## src/rtl/spi_register_bank.sv

```systemverilog
// Command/register stage behind the SPI transceiver: eight 32-bit registers
// (R0-R6 read/write, R7 read-only ID) with single and auto-incrementing burst access.
module spi_register_bank #(
    parameter logic [31:0] ID_VALUE = 32'h5049_4356,
    parameter logic [31:0] RESET_R0 = 32'h0000_0000
) (
    input  logic        clk,
    input  logic        reset_n,
    input  logic        cs,
    input  logic [7:0]  command,
    input  logic        command_ready,
    input  logic [31:0] word_received,
    input  logic        word_rx_complete,
    output logic [31:0] word_to_output,
    output logic [31:0] control_out,
    output logic        wr_strobe,
    output logic [2:0]  wr_addr,
    output logic [31:0] wr_data,
    output logic [7:0]  error_count
);

    localparam int unsigned DATA_W = 32;
    localparam int unsigned ADDR_W = 3;
    localparam int unsigned CNT_W  = 8;
    localparam int unsigned NUM_RW = 7;

    localparam logic [1:0] OP_WRITE = 2'b01;
    localparam logic [1:0] OP_RDINV = 2'b10;
    localparam logic [1:0] OP_BURST = 2'b11;

    localparam logic [ADDR_W-1:0] ID_ADDR = ADDR_W'(7);
    localparam logic [CNT_W-1:0]  CNT_MAX = {CNT_W{1'b1}};

    typedef enum logic [1:0] {
        S_IDLE,
        S_SINGLE,
        S_BURST,
        S_DONE
    } state_t;

    state_t              state_q, state_d;
    logic [1:0]          op_q, op_d;
    logic [ADDR_W-1:0]   addr_q, addr_d;
    logic [DATA_W-1:0]   regs_q [NUM_RW];
    logic [DATA_W-1:0]   regs_d [NUM_RW];
    logic [DATA_W-1:0]   word_q, word_d;
    logic                wr_strobe_q, wr_strobe_d;
    logic [ADDR_W-1:0]   wr_addr_q, wr_addr_d;
    logic [DATA_W-1:0]   wr_data_q, wr_data_d;
    logic [CNT_W-1:0]    err_cnt_q, err_cnt_d;

    logic                do_write;
    logic                err;
    logic [DATA_W-1:0]   rd_word;

    // command[5:3] carries no meaning for this block
    logic unused_cmd_bits;
    assign unused_cmd_bits = ^command[5:3];

    // Next-state: the word is applied against the old op/addr before a same-cycle command
    always_comb begin
        state_d     = state_q;
        op_d        = op_q;
        addr_d      = addr_q;
        regs_d      = regs_q;
        wr_strobe_d = 1'b0;
        wr_addr_d   = wr_addr_q;
        wr_data_d   = wr_data_q;
        err_cnt_d   = err_cnt_q;
        do_write    = 1'b0;
        err         = 1'b0;
        rd_word     = '0;
        word_d      = '0;

        if (cs) begin
            state_d = S_IDLE;
            op_d    = '0;
            addr_d  = '0;
        end else begin
            if (word_rx_complete) begin
                unique case (state_q)
                    S_IDLE:   err = 1'b1;
                    S_SINGLE: begin
                        do_write = (op_q == OP_WRITE);
                        state_d  = S_DONE;
                    end
                    S_BURST: begin
                        do_write = 1'b1;
                        addr_d   = addr_q + ADDR_W'(1);
                    end
                    S_DONE:   err = 1'b1;
                    default:  state_d = S_IDLE;
                endcase
            end

            if (do_write) begin
                if (addr_q == ID_ADDR) begin
                    err = 1'b1;
                end else begin
                    regs_d[addr_q] = word_received;
                    wr_strobe_d    = 1'b1;
                    wr_addr_d      = addr_q;
                    wr_data_d      = word_received;
                end
            end

            if (command_ready) begin
                if (state_q != S_IDLE) begin
                    err = 1'b1;
                end
                op_d    = command[7:6];
                addr_d  = command[ADDR_W-1:0];
                state_d = (command[7:6] == OP_BURST) ? S_BURST : S_SINGLE;
            end
        end

        if (err && (err_cnt_q != CNT_MAX)) begin
            err_cnt_d = err_cnt_q + CNT_W'(1);
        end

        // Outgoing word tracks the next op/addr and the post-write register contents
        if (addr_d == ID_ADDR) begin
            rd_word = ID_VALUE;
        end else begin
            rd_word = regs_d[addr_d];
        end
        if ((state_d == S_SINGLE) || (state_d == S_BURST)) begin
            word_d = (op_d == OP_RDINV) ? ~rd_word : rd_word;
        end
    end

    always_ff @(posedge clk or negedge reset_n) begin
        if (!reset_n) begin
            state_q     <= S_IDLE;
            op_q        <= '0;
            addr_q      <= '0;
            regs_q[0]   <= RESET_R0;
            for (int i = 1; i < NUM_RW; i++) begin
                regs_q[i] <= '0;
            end
            word_q      <= '0;
            wr_strobe_q <= 1'b0;
            wr_addr_q   <= '0;
            wr_data_q   <= '0;
            err_cnt_q   <= '0;
        end else begin
            state_q     <= state_d;
            op_q        <= op_d;
            addr_q      <= addr_d;
            regs_q      <= regs_d;
            word_q      <= word_d;
            wr_strobe_q <= wr_strobe_d;
            wr_addr_q   <= wr_addr_d;
            wr_data_q   <= wr_data_d;
            err_cnt_q   <= err_cnt_d;
        end
    end

    assign word_to_output = word_q;
    assign control_out    = regs_q[0];
    assign wr_strobe      = wr_strobe_q;
    assign wr_addr        = wr_addr_q;
    assign wr_data        = wr_data_q;
    assign error_count    = err_cnt_q;

endmodule

```

## config.mk

```make
export PLATFORM = sky130hd
export DESIGN_NAME = spi_register_bank
export DESIGN_NICKNAME = d
export VERILOG_FILES = /design/src/rtl/spi_register_bank.sv
export SDC_FILE = /design/constraint.sdc
export NUM_CORES = 1
export LEC_CHECK = 0
export BUFFER_PORTS_ARGS = -buffer_cell sky130_fd_sc_hd__buf_2
export CORE_MARGIN = 2
export CORE_UTILIZATION = 50
export CTS_CLUSTER_DIAMETER = 80
export DETAILED_ROUTE_END_ITERATION = 6
export PLACE_DENSITY = 0.72
export SLEW_MARGIN = 40
export SYNTH_ARGS = -nofsm -noshare
export SYNTH_HDL_FRONTEND = slang
export SYNTH_SLANG_ARGS = --single-unit
```

## constraint.sdc

```tcl
create_clock -name clk -period 3 [get_ports clk]
set_clock_uncertainty 0.2 [all_clocks]
set_input_delay 0.3 -clock clk [delete_from_list [all_inputs] [get_ports clk]]
set_output_delay 0.3 -clock clk [all_outputs]
set_load 0.1 [all_outputs]
```

Word level (Yosys, flattened, before mapping)
Cells that the tools add are included.
- bits in registers: 307
- output and inout bits: 108
- logic and storage cells: 79
- add/sub/neg operators: 2
- order comparisons: 3
- equal/unequal tests: 11
- muxes and demuxes: 36
- bitwise logic cells: 5
- reduce and logical (&&, ||, !) cells: 7
- operators with widths (kind ; count):
    $mux 224 ; 3
    $bwmux 224 ; 1
    $mux 32 ; 6
    $bmux 32 s3 ; 1
    $demux 32 s3 ; 1
    $not 32->32 ; 1
    $mux 2 ; 7
    $mux 1 ; 12
    $mux 3 ; 4
    $eq 2x2->1 const B ; 5
    $add 8x1->8 const B ; 1
    $ge 4x4->1 const B ; 2
    $ne 8x8->1 const B ; 1
    $not 3->4 ; 2
    $eq 2x1->1 const B ; 3
    $eq 3x3->1 const B ; 2
    $lt 4x1->1 const B ; 1
    $add 3x1->3 const B ; 1
    $reduce_and 3->1 ; 1
    $logic_and 1x1->1 ; 2
    $logic_not 2->1 ; 1
    $not 1->1 ; 2
    $pmux 1 s2 ; 1
    $reduce_bool 2->1 ; 1
    other kinds (2) ; 2

Longest topological paths before layout
- word-level depth: 16
- mapped depth: 13
- gate-level depth less buffers: 11

Worst setup path before layout
OpenSTA, ideal clock, no wires.
- kind: reg2reg
- start: register addr_q[1]
- end: register word_q[31] (netlist: word_to_output[31])
- setup time: 79 ps
- arrival: 2588 ps
- required time: 2721 ps
- setup slack: 133 ps
- cell stages (with the launch flop): 11
- period minus slack after synthesis: 2867 ps
- cell sequence: dfrtp_1 -> ha_1 -> ha_1 -> nor2_1 -> nand3_1 -> nor2_2 -> buf_2 -> mux2_2 -> a22oi_1 -> nor4b_2 -> mux2i_1
- RTL lines (what ; line ; source):
    from (decl) ; 43 ; logic [ADDR_W-1:0] addr_q, addr_d;
    from (signal assigned) ; 149 ; addr_q <= addr_d;
    to (signal assigned) ; 151 ; word_q <= word_d;
    to (decl) ; 46 ; logic [DATA_W-1:0] word_q, word_d;

==> flow_summary.ini <==
[die]
die_width_um = 170
core.rowCount = 60
core-area_um2 = 27000
initial_utilization = 0.509
fp.dieH_um = 170
dieArea_um2 = 28900
ios = 153

[placed_design]
dpl.hpwl_um = 22000
dpl_cell_area_um2 = 15300
dp.cells = 1577
io_buffers = 149
gp_congestion = 0.860
place_ws_ns = -0.122

[worst_setup_path]
startpoint_type = register
critPathMaxFanout = 6
critical_path_required_ns = 3.28
arrival_ns = 3.22
worst-setup-path-type = reg2reg
reg2reg_depth = 11
end_kind = register

[synthesis]
syn_avg_cell_area_um2 = 12.5
ys_ff_latch = 307
syn-instance-count = 1103
synth_area_um2 = 13800
synth.area.top_cells = dfrtp_1, mux2_2, nand2_1
yosys.area.top_type_share = 0.558
ys.flop_type = dfrtp_1
yosysTopAreaCell = dfrtp_1
yosysSeqAreaShare = 0.558
synth_nets = 1154
synth_cell_types = 58
synth_edf_count = 0
async_reset_ff_frac = 1.00
yosys_warnings = 0

[timing]
max_freq_mhz = 341
slew_viol_final = 0
tns_ns = 0
slew-limit-headroom = 0.562
setup_violations = 0
finalHoldViolCount = 0
period_share = 0.978
rsz0062_at_grt = true
final.min_clock_period_ns = 2.93
fin_ws_ns = 0.0657
tightest_slew_ns = 0.657

[flow_run]
max_cap_viol_count = 0

[clock_tree]
clk_path_buf_depth = 3
clock_sinks = 307
numCtsBuffers = 31
cts_tree = yes
htree_num_levels = 1
clk_latency_ns = 0.57
cts.reportedPaths.clkPinSlew_ns = 0.06
root_buffer = clkbuf_16

[detailed_routing]
drtPass1Iterations = 5
via_per_inst = 5.66
drt_iter0_drc = 535
drc = 0
drt.antenna.violating_nets = 0
via_count = 9575
avgRoutedWirePerCell_um = 20.6
finalWirelength_um = 34900

[grt]
grt_max_degree = 76
grt_pass1_vias = 9843
grt_overflow_total = 0
antenna_found_initial = 1
grt_pass1_wl_um = 53800
track_usage = 0.237

[layout]
drive_gt1_frac = 0.427
layoutNonFillerInstCount = 1692
fin_nets = 1378
syn_to_final_growth_pct = 25.0
design_area_um2 = 17200

[power_and_ir_drop]
p_per_area_nw_per_um2 = 712
p_leak_nw = 8.87
irDropWorstVdd_v = 0.000690

[run_status]
status = complete, no violations

[worst_hold_path]
hold_class = in2async
## metal layers
metal	routed length [um]	global-route usage
met1	15100	0.313
met2	17300	0.407
met3	1540	0.0370
met4	923	0.0721
met5	0	0
## state kept, by name, summed over array words and instances, names as in the netlist
register	flops
addr_q	3
wr_strobe	1
wr_data	32
word_to_output	32
op_q	2
control_out	32
error_count	8
state_q	2
regs_q	192
wr_addr	3
## layout by cell type (no fill, tap or decap), types with 4 or more instances in the layout
master / synthesis / routed
a22oi_1: 39 / 25
clkbuf_1: 30 / 11
clkbuf_8: 0 / 8
o22ai_1: 56 / 56
or4b_1: 12 / 11
mux2_2: 209 / 197
inv_2: 2 / 5
and4bb_2: 9 / 9
dfrtp_1: 307 / 307
inv_1: 8 / 5
and4bb_1: 10 / 10
nor3_1: 4 / 4
mux2i_1: 34 / 34
nor2_1: 61 / 56
xor2_1: 4 / 4
buf_6: 1 / 7
nor2b_1: 4 / 4
nand2_1: 116 / 115
a22oi_2: 0 / 14
buf_2: 24 / 148
nand3_1: 8 / 7
nor2_4: 0 / 4
mux2_1: 5 / 5
nand4_1: 4 / 4
mux2_4: 10 / 22
clkbuf_16: 0 / 34
and2_0: 16 / 15
xnor2_1: 4 / 4
buf_4: 39 / 68
o21ai_0: 31 / 30
dlygate4sd3_1: 0 / 40
buf_12: 0 / 23
## critical path, cell delays in order, from the launching register on
cell	delay, ns
dfrtp_1	0.39
ha_2	0.21
ha_4	0.18
nor2_1	0.09
buf_4	0.15
nand4_1	0.15
nor2_4	0.25
clkbuf_16	0.20
mux2_2	0.34
a22oi_1	0.25
and4bb_1	0.27
mux2i_1	0.20
## synthesized netlist by cell type, types with 3 or more instances
cell type and number:
nor2b_1 4, nand3_1 8, nor2_1 61, or4b_1 12, buf_2 24, nand4_1 4
a22oi_1 39, mux2_4 10, and4bb_2 9, dfrtp_1 307, and4bb_1 10, xnor2_1 4
mux2i_1 34, mux2_2 209, nand2_1 116, o22ai_1 56, clkbuf_1 30, mux2_1 5
nand2b_1 3, ha_1 6, buf_1 6, inv_1 8, xor2_1 4, buf_4 39
and2_1 4, o21ai_0 31, and2_0 16, nor3_1 4, a21oi_1 3
## layout make-up
| type | count | area, um2 |
|---|---|---|
| Antenna cell | 1 | 2.50 |
| Clock buffer | 50 | 927 |
| Clock inverter | 6 | 83.8 |
| Fill cell | 2068 | 9830 |
| Inverter | 10 | 37.5 |
| Multi-Input combinational cell | 685 | 5730 |
| Sequential cell | 307 | 7680 |
| Tap cell | 341 | 427 |
| Timing Repair Buffer | 292 | 2310 |
## kinds of logic (layout without fill, tap and decap cells)
kind of cell	count (synthesis)	after routing	synth area share
xor gates and xnor gates	8	8	0.00509
and+or+nand+nor	269	269	0.107
buffers and inverters	111	358	0.0445
adders and majority gates	6	6	0.00545
AOI/OAI and AO/OA	144	144	0.0689
other	0	1	0
muxes	258	258	0.211
DFF	307	307	0.558
## power by group
part           internal (mW)  switching (mW)
Clock                   2.27            1.58
Sequential              4.54           0.231
Combinational          0.788            2.84
Total                   7.59            4.65
## worst paths after layout
check	startpoint	to	slack [ns]
hold reg to reg	wr_data[7]	wr_data[7]	0.27
setup / recovery	addr_q[0]	word_to_output[17]	0.07
setup reg to reg	addr_q[0]	word_to_output[17]	0.07
max in group asynchronous	reset_n	regs_q[105]	1.69
hold / removal	reset_n	word_to_output[25]	0.13
min in group clk	command[1]	addr_q[1]	0.14
## repair_timing
action / in CTS / in global routing
hold buffers: 40 / 0
gates resized for setup: 9 / 60
cloned: 0 / 3
endpoints found under the setup margin: 31 / 31
pin swaps: 2 / 26
hold endpoints to repair: 330 / 0
setup buffers: 1 / 14
## stage by stage
stage | util | hold slack [ns] | power [mW]
final | 0.636 | 0.127 | 12.2
after global routing | 0.636 | 0.167 | 12.7
after CTS | 0.620 | 0.124 | 12.3
after detailed placement | 0.567 | 0.125 | 8.36
after global placement | 0.567 | 0.124 | 8.32
after floorplan | - | -0.196 | 7.69
Power figures use the tool's default switching activity.
